===== src/rtl/ctrl_ramdrv_addrgen_pkg.sv =====
// ----------------------------------------------------------------------------
// ctrl_ramdrv_addrgen_pkg
//   Shared definitions for the RAM-driver tap address generator:
//   default widths, the sweep FSM state type and a width helper.
// ----------------------------------------------------------------------------
package ctrl_ramdrv_addrgen_pkg;

    localparam int OFFSET_WIDTH_DEF = 10;
    localparam int INDEX_WIDTH_DEF  = 4;
    localparam int TAPS_WIDTH_DEF   = 10;

    // IDLE must stay at zero so a cleared state register means "idle".
    typedef enum logic [1:0] {
        ST_IDLE = 2'd0,
        ST_READ = 2'd1,
        ST_GEN  = 2'd2,
        ST_INCR = 2'd3
    } state_t;

    function automatic int max_width(input int a, input int b);
        return (a > b) ? a : b;
    endfunction

endpackage


===== src/rtl/ctrl_ramdrv_ptr.sv =====
// ----------------------------------------------------------------------------
// ctrl_ramdrv_ptr
//   Ring pointer that walks backwards through offsets 0..length.
//   Ports:
//     clk, clr_n   clock, asynchronous active-low clear
//     load         load ptr from load_val (takes priority over dec)
//     load_val     value loaded on load
//     dec          step ptr down by one, wrapping 0 -> length
//     length       last valid ring offset
//     ptr          current ring offset
// ----------------------------------------------------------------------------
module ctrl_ramdrv_ptr #(
    parameter int OFFSET_WIDTH = 10
) (
    input  logic                    clk,
    input  logic                    clr_n,
    input  logic                    load,
    input  logic [OFFSET_WIDTH-1:0] load_val,
    input  logic                    dec,
    input  logic [OFFSET_WIDTH-1:0] length,
    output logic [OFFSET_WIDTH-1:0] ptr
);

    always_ff @(posedge clk or negedge clr_n) begin
        if (!clr_n) begin
            ptr <= '0;
        end else if (load) begin
            ptr <= load_val;
        end else if (dec) begin
            ptr <= (ptr == '0) ? length : ptr - OFFSET_WIDTH'(1);
        end
    end

endmodule


===== src/rtl/ctrl_ramdrv_addrgen.sv =====
// ----------------------------------------------------------------------------
// ctrl_ramdrv_addrgen
//   Generates one sweep of RAM tap addresses {channel, offset} for a channel
//   whose samples live in a ring buffer. The sweep reads the channel head
//   from the header store, emits up to length+1 offsets walking backwards
//   from the head with wrap, then strobes a header increment.
//   Ports:
//     clk, clr_n    clock, asynchronous active-low reset
//     start         sweep request, accepted only while idle
//     index         channel number (latched on accepted start)
//     length        last valid ring offset (latched on accepted start)
//     taps          addresses requested (latched, clamped to ring size)
//     head_offset   head from header store, used while hdr_read=1
//     hdr_index     channel presented to header store
//     hdr_read      header read strobe
//     hdr_incr      header increment strobe
//     addr          RAM address {channel, offset}
//     addr_valid    addr is valid
//     addr_ready    consumer accepts addr
//     busy          sweep in progress
//     done          one-cycle completion pulse
// ----------------------------------------------------------------------------
module ctrl_ramdrv_addrgen
    import ctrl_ramdrv_addrgen_pkg::*;
#(
    parameter int OFFSET_WIDTH = OFFSET_WIDTH_DEF,
    parameter int INDEX_WIDTH  = INDEX_WIDTH_DEF,
    parameter int TAPS_WIDTH   = TAPS_WIDTH_DEF
) (
    input  logic                                clk,
    input  logic                                clr_n,
    input  logic                                start,
    input  logic [INDEX_WIDTH-1:0]              index,
    input  logic [OFFSET_WIDTH-1:0]             length,
    input  logic [TAPS_WIDTH-1:0]               taps,
    input  logic [OFFSET_WIDTH-1:0]             head_offset,
    output logic [INDEX_WIDTH-1:0]              hdr_index,
    output logic                                hdr_read,
    output logic                                hdr_incr,
    output logic [INDEX_WIDTH+OFFSET_WIDTH-1:0] addr,
    output logic                                addr_valid,
    input  logic                                addr_ready,
    output logic                                busy,
    output logic                                done
);

    // Wide enough for both the tap count and length+1 (ring size of an
    // all-ones length) so the clamp never overflows.
    localparam int CNT_W = max_width(TAPS_WIDTH, OFFSET_WIDTH + 1);

    state_t                  state;
    logic [INDEX_WIDTH-1:0]  idx_q;
    logic [OFFSET_WIDTH-1:0] len_q;
    logic [CNT_W-1:0]        remain;
    logic [OFFSET_WIDTH-1:0] ptr;
    logic                    handshake;

    // Number of addresses actually emitted: the ring cannot supply more
    // distinct samples than its size.
    function automatic logic [CNT_W-1:0] clamp_taps(
        input logic [TAPS_WIDTH-1:0]   t,
        input logic [OFFSET_WIDTH-1:0] l
    );
        logic [CNT_W-1:0] ring;
        logic [CNT_W-1:0] tt;
        ring = CNT_W'(l) + CNT_W'(1);
        tt   = CNT_W'(t);
        return (tt < ring) ? tt : ring;
    endfunction

    assign handshake = addr_valid & addr_ready;

    // Pointer loads from the header during the read cycle (hdr_read marks it)
    // and steps back once per accepted address.
    ctrl_ramdrv_ptr #(
        .OFFSET_WIDTH(OFFSET_WIDTH)
    ) u_ptr (
        .clk      (clk),
        .clr_n    (clr_n),
        .load     (hdr_read),
        .load_val (head_offset),
        .dec      (handshake),
        .length   (len_q),
        .ptr      (ptr)
    );

    // While idle the header store sees the live index so it can be
    // pre-addressed; once busy it sees the latched channel.
    assign hdr_index = busy ? idx_q : index;

    // addr_valid is only ever set in GEN, and both fields clear on reset,
    // so gating keeps addr at zero whenever nothing is offered.
    assign addr = addr_valid ? {idx_q, ptr} : '0;

    // Sweep FSM; strobes are registered and set on the transition into the
    // state they belong to.
    always_ff @(posedge clk or negedge clr_n) begin
        if (!clr_n) begin
            state      <= ST_IDLE;
            idx_q      <= '0;
            len_q      <= '0;
            remain     <= '0;
            busy       <= 1'b0;
            hdr_read   <= 1'b0;
            hdr_incr   <= 1'b0;
            addr_valid <= 1'b0;
            done       <= 1'b0;
        end else begin
            case (state)
                ST_IDLE: begin
                    if (start) begin
                        idx_q    <= index;
                        len_q    <= length;
                        remain   <= clamp_taps(taps, length);
                        state    <= ST_READ;
                        busy     <= 1'b1;
                        hdr_read <= 1'b1;
                    end
                end
                ST_READ: begin
                    hdr_read <= 1'b0;
                    if (remain == '0) begin
                        state    <= ST_INCR;
                        hdr_incr <= 1'b1;
                        done     <= 1'b1;
                    end else begin
                        state      <= ST_GEN;
                        addr_valid <= 1'b1;
                    end
                end
                ST_GEN: begin
                    if (handshake) begin
                        remain <= remain - CNT_W'(1);
                        if (remain == CNT_W'(1)) begin
                            state      <= ST_INCR;
                            addr_valid <= 1'b0;
                            hdr_incr   <= 1'b1;
                            done       <= 1'b1;
                        end
                    end
                end
                ST_INCR: begin
                    state    <= ST_IDLE;
                    hdr_incr <= 1'b0;
                    done     <= 1'b0;
                    busy     <= 1'b0;
                end
                default: begin
                    state      <= ST_IDLE;
                    busy       <= 1'b0;
                    hdr_read   <= 1'b0;
                    hdr_incr   <= 1'b0;
                    addr_valid <= 1'b0;
                    done       <= 1'b0;
                end
            endcase
        end
    end

endmodule


===== config.mk =====
export PLATFORM = sky130hd
export DESIGN_NAME = ctrl_ramdrv_addrgen
export DESIGN_NICKNAME = d
export VERILOG_FILES = /design/src/rtl/ctrl_ramdrv_addrgen_pkg.sv /design/src/rtl/ctrl_ramdrv_ptr.sv /design/src/rtl/ctrl_ramdrv_addrgen.sv
export SDC_FILE = /design/constraint.sdc
export NUM_CORES = 1
export LEC_CHECK = 0
export ABC_AREA = 1
export CAP_MARGIN = 40
export CORE_AREA = 10 10 86 88
export CTS_CLUSTER_SIZE = 20
export DETAILED_ROUTE_END_ITERATION = 8
export DIE_AREA = 0 0 96 98
export GPL_ROUTABILITY_DRIVEN = 1
export PLACE_DENSITY = 0.89
export SLEW_MARGIN = 20
export SYNTH_ARGS = -nofsm -noshare
export SYNTH_HDL_FRONTEND = slang
export SYNTH_SLANG_ARGS = --single-unit

===== constraint.sdc =====
create_clock -name clk -period 3.45 [get_ports clk]
set_clock_uncertainty 0.05 [all_clocks]
set_input_delay 0.69 -clock clk [delete_from_list [all_inputs] [get_ports clk]]
set_output_delay 0.69 -clock clk [all_outputs]
set_load 0.05 [all_outputs]

Word level (Yosys, flattened, before mapping)
Index checks and enable logic that the tools add are counted.
{"block": "totals", "regBits": 41, "output_inout_bits": 23}
{"block": "classes", "n_bitwise": 1, "n_mux": 25, "addsub": 3, "eq_ne": 9, "n_reduce_logical": 16, "order_cmp": 1}
{"op": "$mux 11", "n": 3}
{"op": "$mux 10", "n": 3}
{"op": "$pmux 11 s2", "n": 1}
{"op": "$mux 14", "n": 1}
{"op": "$add 10x1->11 const B", "n": 1}
{"op": "$eq 11x1->1 const B", "n": 1}
{"op": "$logic_not 11->1", "n": 1}
{"op": "$lt 10x11->1", "n": 1}
{"op": "$sub 11x1->11 const B", "n": 1}
{"op": "$logic_not 10->1", "n": 1}
{"op": "$ne 2x2->1 const B", "n": 5}
{"op": "$reduce_bool 2->1", "n": 5}
{"op": "$sub 10x1->10 const B", "n": 1}
{"op": "$mux 1", "n": 8}
{"op": "$pmux 2 s4", "n": 1}
{"op": "$reduce_and 4->1", "n": 2}
{"op": "$mux 2", "n": 3}
{"op": "$pmux 1 s2", "n": 3}
{"op": "$reduce_and 2->1", "n": 3}
{"op": "$reduce_and 3->1", "n": 2}
{"op": "$eq 2x2->1 const B", "n": 2}
{"op": "$mux 4", "n": 1}
{"op": "$pmux 1 s3", "n": 1}
{"op": "$reduce_bool 3->1", "n": 1}
{"op": "3 further kinds", "n": 3}

Logic depth before layout (Yosys ltp)
{"block": "logic_depth", "depth_word": 5, "depth_mapped": 18}

Cells and area by module
Synthesis repeated with hierarchy kept, for this count alone.
{"block": "unflattened", "cells_unflattened": 472, "area_unflattened_um2": 3236.9}
{"module": "ctrl_ramdrv_addrgen", "cells_each": 354, "area_per_inst_um2": 2447.3, "seq_area_each_um2": 775.7, "instances": 1}
{"module": "ctrl_ramdrv_ptr", "cells_each": 118, "area_per_inst_um2": 789.5, "seq_area_each_um2": 250.2, "instances": 1}

Worst setup path before layout
Ideal clock, no wire load.
{"block": "synth_timing", "kind": "input to register", "from": "input length[0]", "to": "register remain[9]", "stages": 17, "path_buffers": 1, "slack_ps": 776, "arrival_ps": 2505, "setup_ps": 120, "path_cell_list": "ha_1 nand3_2 nor2_4 nand2_1 xor2_1 inv_1 ha_1 nand2_1 nor2_1 nand2_1 nor2_1 nand2_1 nand2_2 buf_2 nand3_1 nand3_1 a21oi_2"}
{"block": "synth_via", "elab_chain_len": 5}
{"element": "start, declared", "line": "ctrl_ramdrv_addrgen.sv:34", "source": "input logic [OFFSET_WIDTH-1:0] length,"}
{"element": "$add 10x1->11 *", "line": "ctrl_ramdrv_addrgen.sv:66", "source": "ring = CNT_W'(l) + CNT_W'(1);"}
{"element": "$lt 10x11->1", "line": "ctrl_ramdrv_addrgen.sv:68", "source": "return (tt < ring) ? tt : ring;"}
{"element": "$mux 11 *", "line": "ctrl_ramdrv_addrgen.sv:68"}
{"element": "$mux 11 *", "line": "ctrl_ramdrv_addrgen.sv:111", "source": "if (start) begin"}
{"element": "$pmux 11 s2 *", "line": "ctrl_ramdrv_addrgen.sv:109", "source": "case (state)"}
{"element": "end signal, assigned", "line": "ctrl_ramdrv_addrgen.sv:114", "source": "remain <= clamp_taps(taps, length);"}
{"element": "end signal, assigned", "line": "ctrl_ramdrv_addrgen.sv:133", "source": "remain <= remain - CNT_W'(1);"}
{"element": "end, declared", "line": "ctrl_ramdrv_addrgen.sv:54", "source": "logic [CNT_W-1:0] remain;"}
Every way passes the cells marked *; elsewhere a longest branch is shown, timed or not. The select of a mux whose other input is x is not followed.
A chain may end at the register's enable or synchronous reset.

Worst setup path after layout
{"block": "layout_timing", "from": "input length[0]", "to": "register remain[2]"}
The elaborated chain is that of the path after synthesis.

==> metrics.md <==
| Metric | Value |
|---|---|
| Setup Total Neg Slack | 0 ns |
| Final Hold Viols | 0 |
| Fin crit share | 0.9214 |
| Die W | 96 um |
| Yosys warning count | 0 |
| Logic pwr share | 0.591 |
| Peak Freq | 314.6 MHz |
| Largest net degree at the start of global routing | 34 |
| Die area | 9408 um^2 |
| Maximum vdd drop | 0.4821 mV |
| Fillers | 488 |
| Area of the core | 5746 um^2 |
| Outcome | finished, final reports clean |
| Layout cells sized above 1 | 0.07663 |
| Clock buffer depth | 2 |
| PortBufs | 60 |
| CTS sink cnt | 41 |
| Initial antenna violation count | 0 |
| Gr ovfl total | 0 |
| Crit path kind | input pin to register |
| Mapped Nets | 515 |
| Final ANT Viol Nets | 0 |
| R2r startpoint | state[0]$_DFFE_PN0P_ |
| Pwr/cell area | 851.2 nW/um^2 |
| Commonest non-fill, non-tap cell in the layout | nand2_1 |
| Initial core utilization | 0.5499 |
| Arr. time, crit path | 3.31 ns |
| DR vias/cell | 5.266 |
| Drt drc | 0 |
| TritonCTS clock tree | built |
| Row count | 28 |
| Total of max-cap violations | 0 |
| CP max FO | 10 |
| Ant. Diodes | 0 |
| Switching part of the total | 0.5099 |
| Post-synthesis cell type count | 34 |
| Min Clock Period, post-route | 3.179 ns |
| Vias in the first global route | 3011 |
| Clk_lat worst skew | 0.30 ns |
| Total number of vias | 3144 |
| GPL Wtd Cong | 1.000 |
| Syn Inst Count | 460 |
| HP Class | input pin to asynchronous set/reset pin |
| Sw Pwr | 1.714 mW |
| Clk pwr share | 0.121 |
| Slew Viols, Final | 0 |
| Post-route insts no fill | 597 |
| Final design utilization | 0.6873 |
| H-tree Lvls | 2 |
| DR WL/cell | 13.90 um |
| RSZ-0062 raised after global routing | false |
| Number of synthesized register bits | 41 |
| CP Capture Type | register |
| Internal | 1.647 mW |
| Worst setup SP type | input pin |
| Leak Pwr | 2.047 nW |
| Gr usage total | 0.1799 |
| Sequential element share of the synthesized area | 0.3248 |
| Area occupied by multi-input gates | 1749 um^2 |
| Hold WS | 0.1935 ns |
| Critical Path RT | 3.58 ns |
| Post-DP HPWL | 6622 um |
| Total Wirelength | 8301 um |
| Clk slew on worst S/H paths | 0.09 ns |
| DRT iter0 DRCs | 279 |
| # IOs | 61 |
| CTS Root Buffer Type | clkbuf_8 |
| Crit path launch | length[0] |
| First drt pass iteration count | 5 |
| Least-Margin Pin Slew | 0.5718 ns |
| Average cell area after synthesis | 6.868 um^2 |
| Synthesized area | 3159 um^2 |
| Nets | 576 |
| CTS buffer count | 5 |
| Setup violators final | 0 |
| Max transition margin | 0.6188 |
| First-pass GRT wire length | 14010 um |
| Register Area | 1026 um^2 |
| Sequential share of power | 0.288 |
| Commonest cells after routing, fill and taps aside | 121 x nand2_1, 79 x inv_1, 58 x clkdlybuf4s50_1 |
| Layout area overhead | 24.99% |
| Placed cell count | 589 |
| Die Y | 98 um |
-- power groups by stage --
stage | combinational [mW] | clock (mW) | sequential [mW]
after floorplan | 1.50 | 0 | 0.951
after global placement | 1.90 | 0 | 0.965
after detailed placement | 1.97 | 0 | 0.971
after CTS | 1.98 | 0.409 | 0.962
after global routing | 2.22 | 0.432 | 1.00
final | 1.99 | 0.406 | 0.967
-- path summary, 6_finish.rpt --
check	endpoint	slack [ns]	cells after the start
setup / recovery	remain[2]$_DFFE_PN0P_	0.27	19
hold / removal	u_ptr.ptr[7]$_DFFE_PN0P_	0.19	1
setup reg to reg	remain[8]$_DFFE_PN0P_	0.95	10
hold reg to reg	remain[10]$_DFFE_PN0P_	0.43	1
max in group asynchronous	idx_q[3]$_DFFE_PN0P_	2.70	2
min in group clk	remain[10]$_DFFE_PN0P_	0.43	1
-- stage by stage --
| stage | cell area [um^2] | power, mW | setup slack (ns) |
|---|---|---|---|
| global route | 3949 | 3.652 | 0.04353 |
| global placement | 3807 | 2.861 | 0.07294 |
| CTS | 3944 | 3.354 | 0.2825 |
| detailed placement | 3827 | 2.943 | -0.01981 |
| floorplan | 3159 | 2.448 | 0.7756 |
| finish | 3949 | 3.361 | 0.2712 |
-- routing by layer --
layer / vias up / share of wire / wire length [um] / track usage
met2: 106 / 0.49 / 4071 / 0.2973
met1: 1435 / 0.42 / 3518 / 0.2251
li1: 1585 / - / - / -
met3: 18 / 0.058 / 478 / 0.02603
met4: 0 / 0.028 / 233 / 0.07491
met5: - / 0 / 0 / 0
-- flip-flops by register name, indices dropped and copies added, names as in the netlist --
register and count:
addr_valid 1, busy 1, done 1, hdr_read 1, idx_q 4, len_q 10
remain 11, state 2, u_ptr.ptr 10
-- timing repair --
action                     CTS  global route
setup endpoints to repair    0             1
hold endpoints to repair     0             0
gates resized for setup      0             2
buffers inserted             0             0
hold buffers                 0             0
-- synth_stat cells, drive strengths merged --
master / n / share of area
nand3: 38 / 0.062
ha: 17 / 0.067
clkbuf: 5 / 0.0091
nand2: 125 / 0.15
o21ai: 53 / 0.097
or2: 2 / 0.0040
o21a: 1 / 0.0024
o31ai: 1 / 0.0024
a31oi: 3 / 0.0059
a21oi: 14 / 0.023
nor3: 4 / 0.0095
inv: 80 / 0.095
xor2: 11 / 0.030
nor2: 40 / 0.055
o22ai: 4 / 0.0079
dfrtp: 41 / 0.32
nand4: 8 / 0.021
o211ai: 4 / 0.0095
buf: 8 / 0.018
xnor2: 1 / 0.0028
-- final cells by class --
| type | instances | area share |
|---|---|---|
| Multi-Input combinational cell | 326 | 0.4430 |
| Timing Repair Buffer | 67 | 0.1679 |
| Clock buffer | 7 | 0.02186 |
| Clock inverter | 1 | 0.007605 |
| Tap cell | 75 | 0.02376 |
| Sequential cell | 41 | 0.2598 |
| Inverter | 80 | 0.07605 |
-- cell families (layout without fill, tap and decap cells) --
logic type | after synthesis | after routing | share of synthesized area
AO/OA/AOI/OAI | 80 | 80 | 0.1485
buffers and inverters | 93 | 155 | 0.1224
adder cells (fa/ha/maj) | 17 | 17 | 0.06733
flip-flops | 41 | 41 | 0.3248
AND/OR/NAND/NOR | 217 | 217 | 0.3038
XOR/XNOR | 12 | 12 | 0.03327
-- critical path, stage by stage --
cell and delay, ns:
clkdlybuf4s50_1 0.54, ha_2 0.22, nand3_2 0.12, nor2_4 0.12, nand2_1 0.07, xor2_1 0.18, inv_1 0.06, ha_1 0.27
nand2_1 0.06, nor2_1 0.12, nand2_1 0.08, nor2_1 0.09, nand2_1 0.06, nand2_2 0.16, nand2_4 0.11, nand2_1 0.07
nand3_1 0.12, nand2_1 0.12, o21ai_2 0.06
Power figures use the tool's default switching activity.
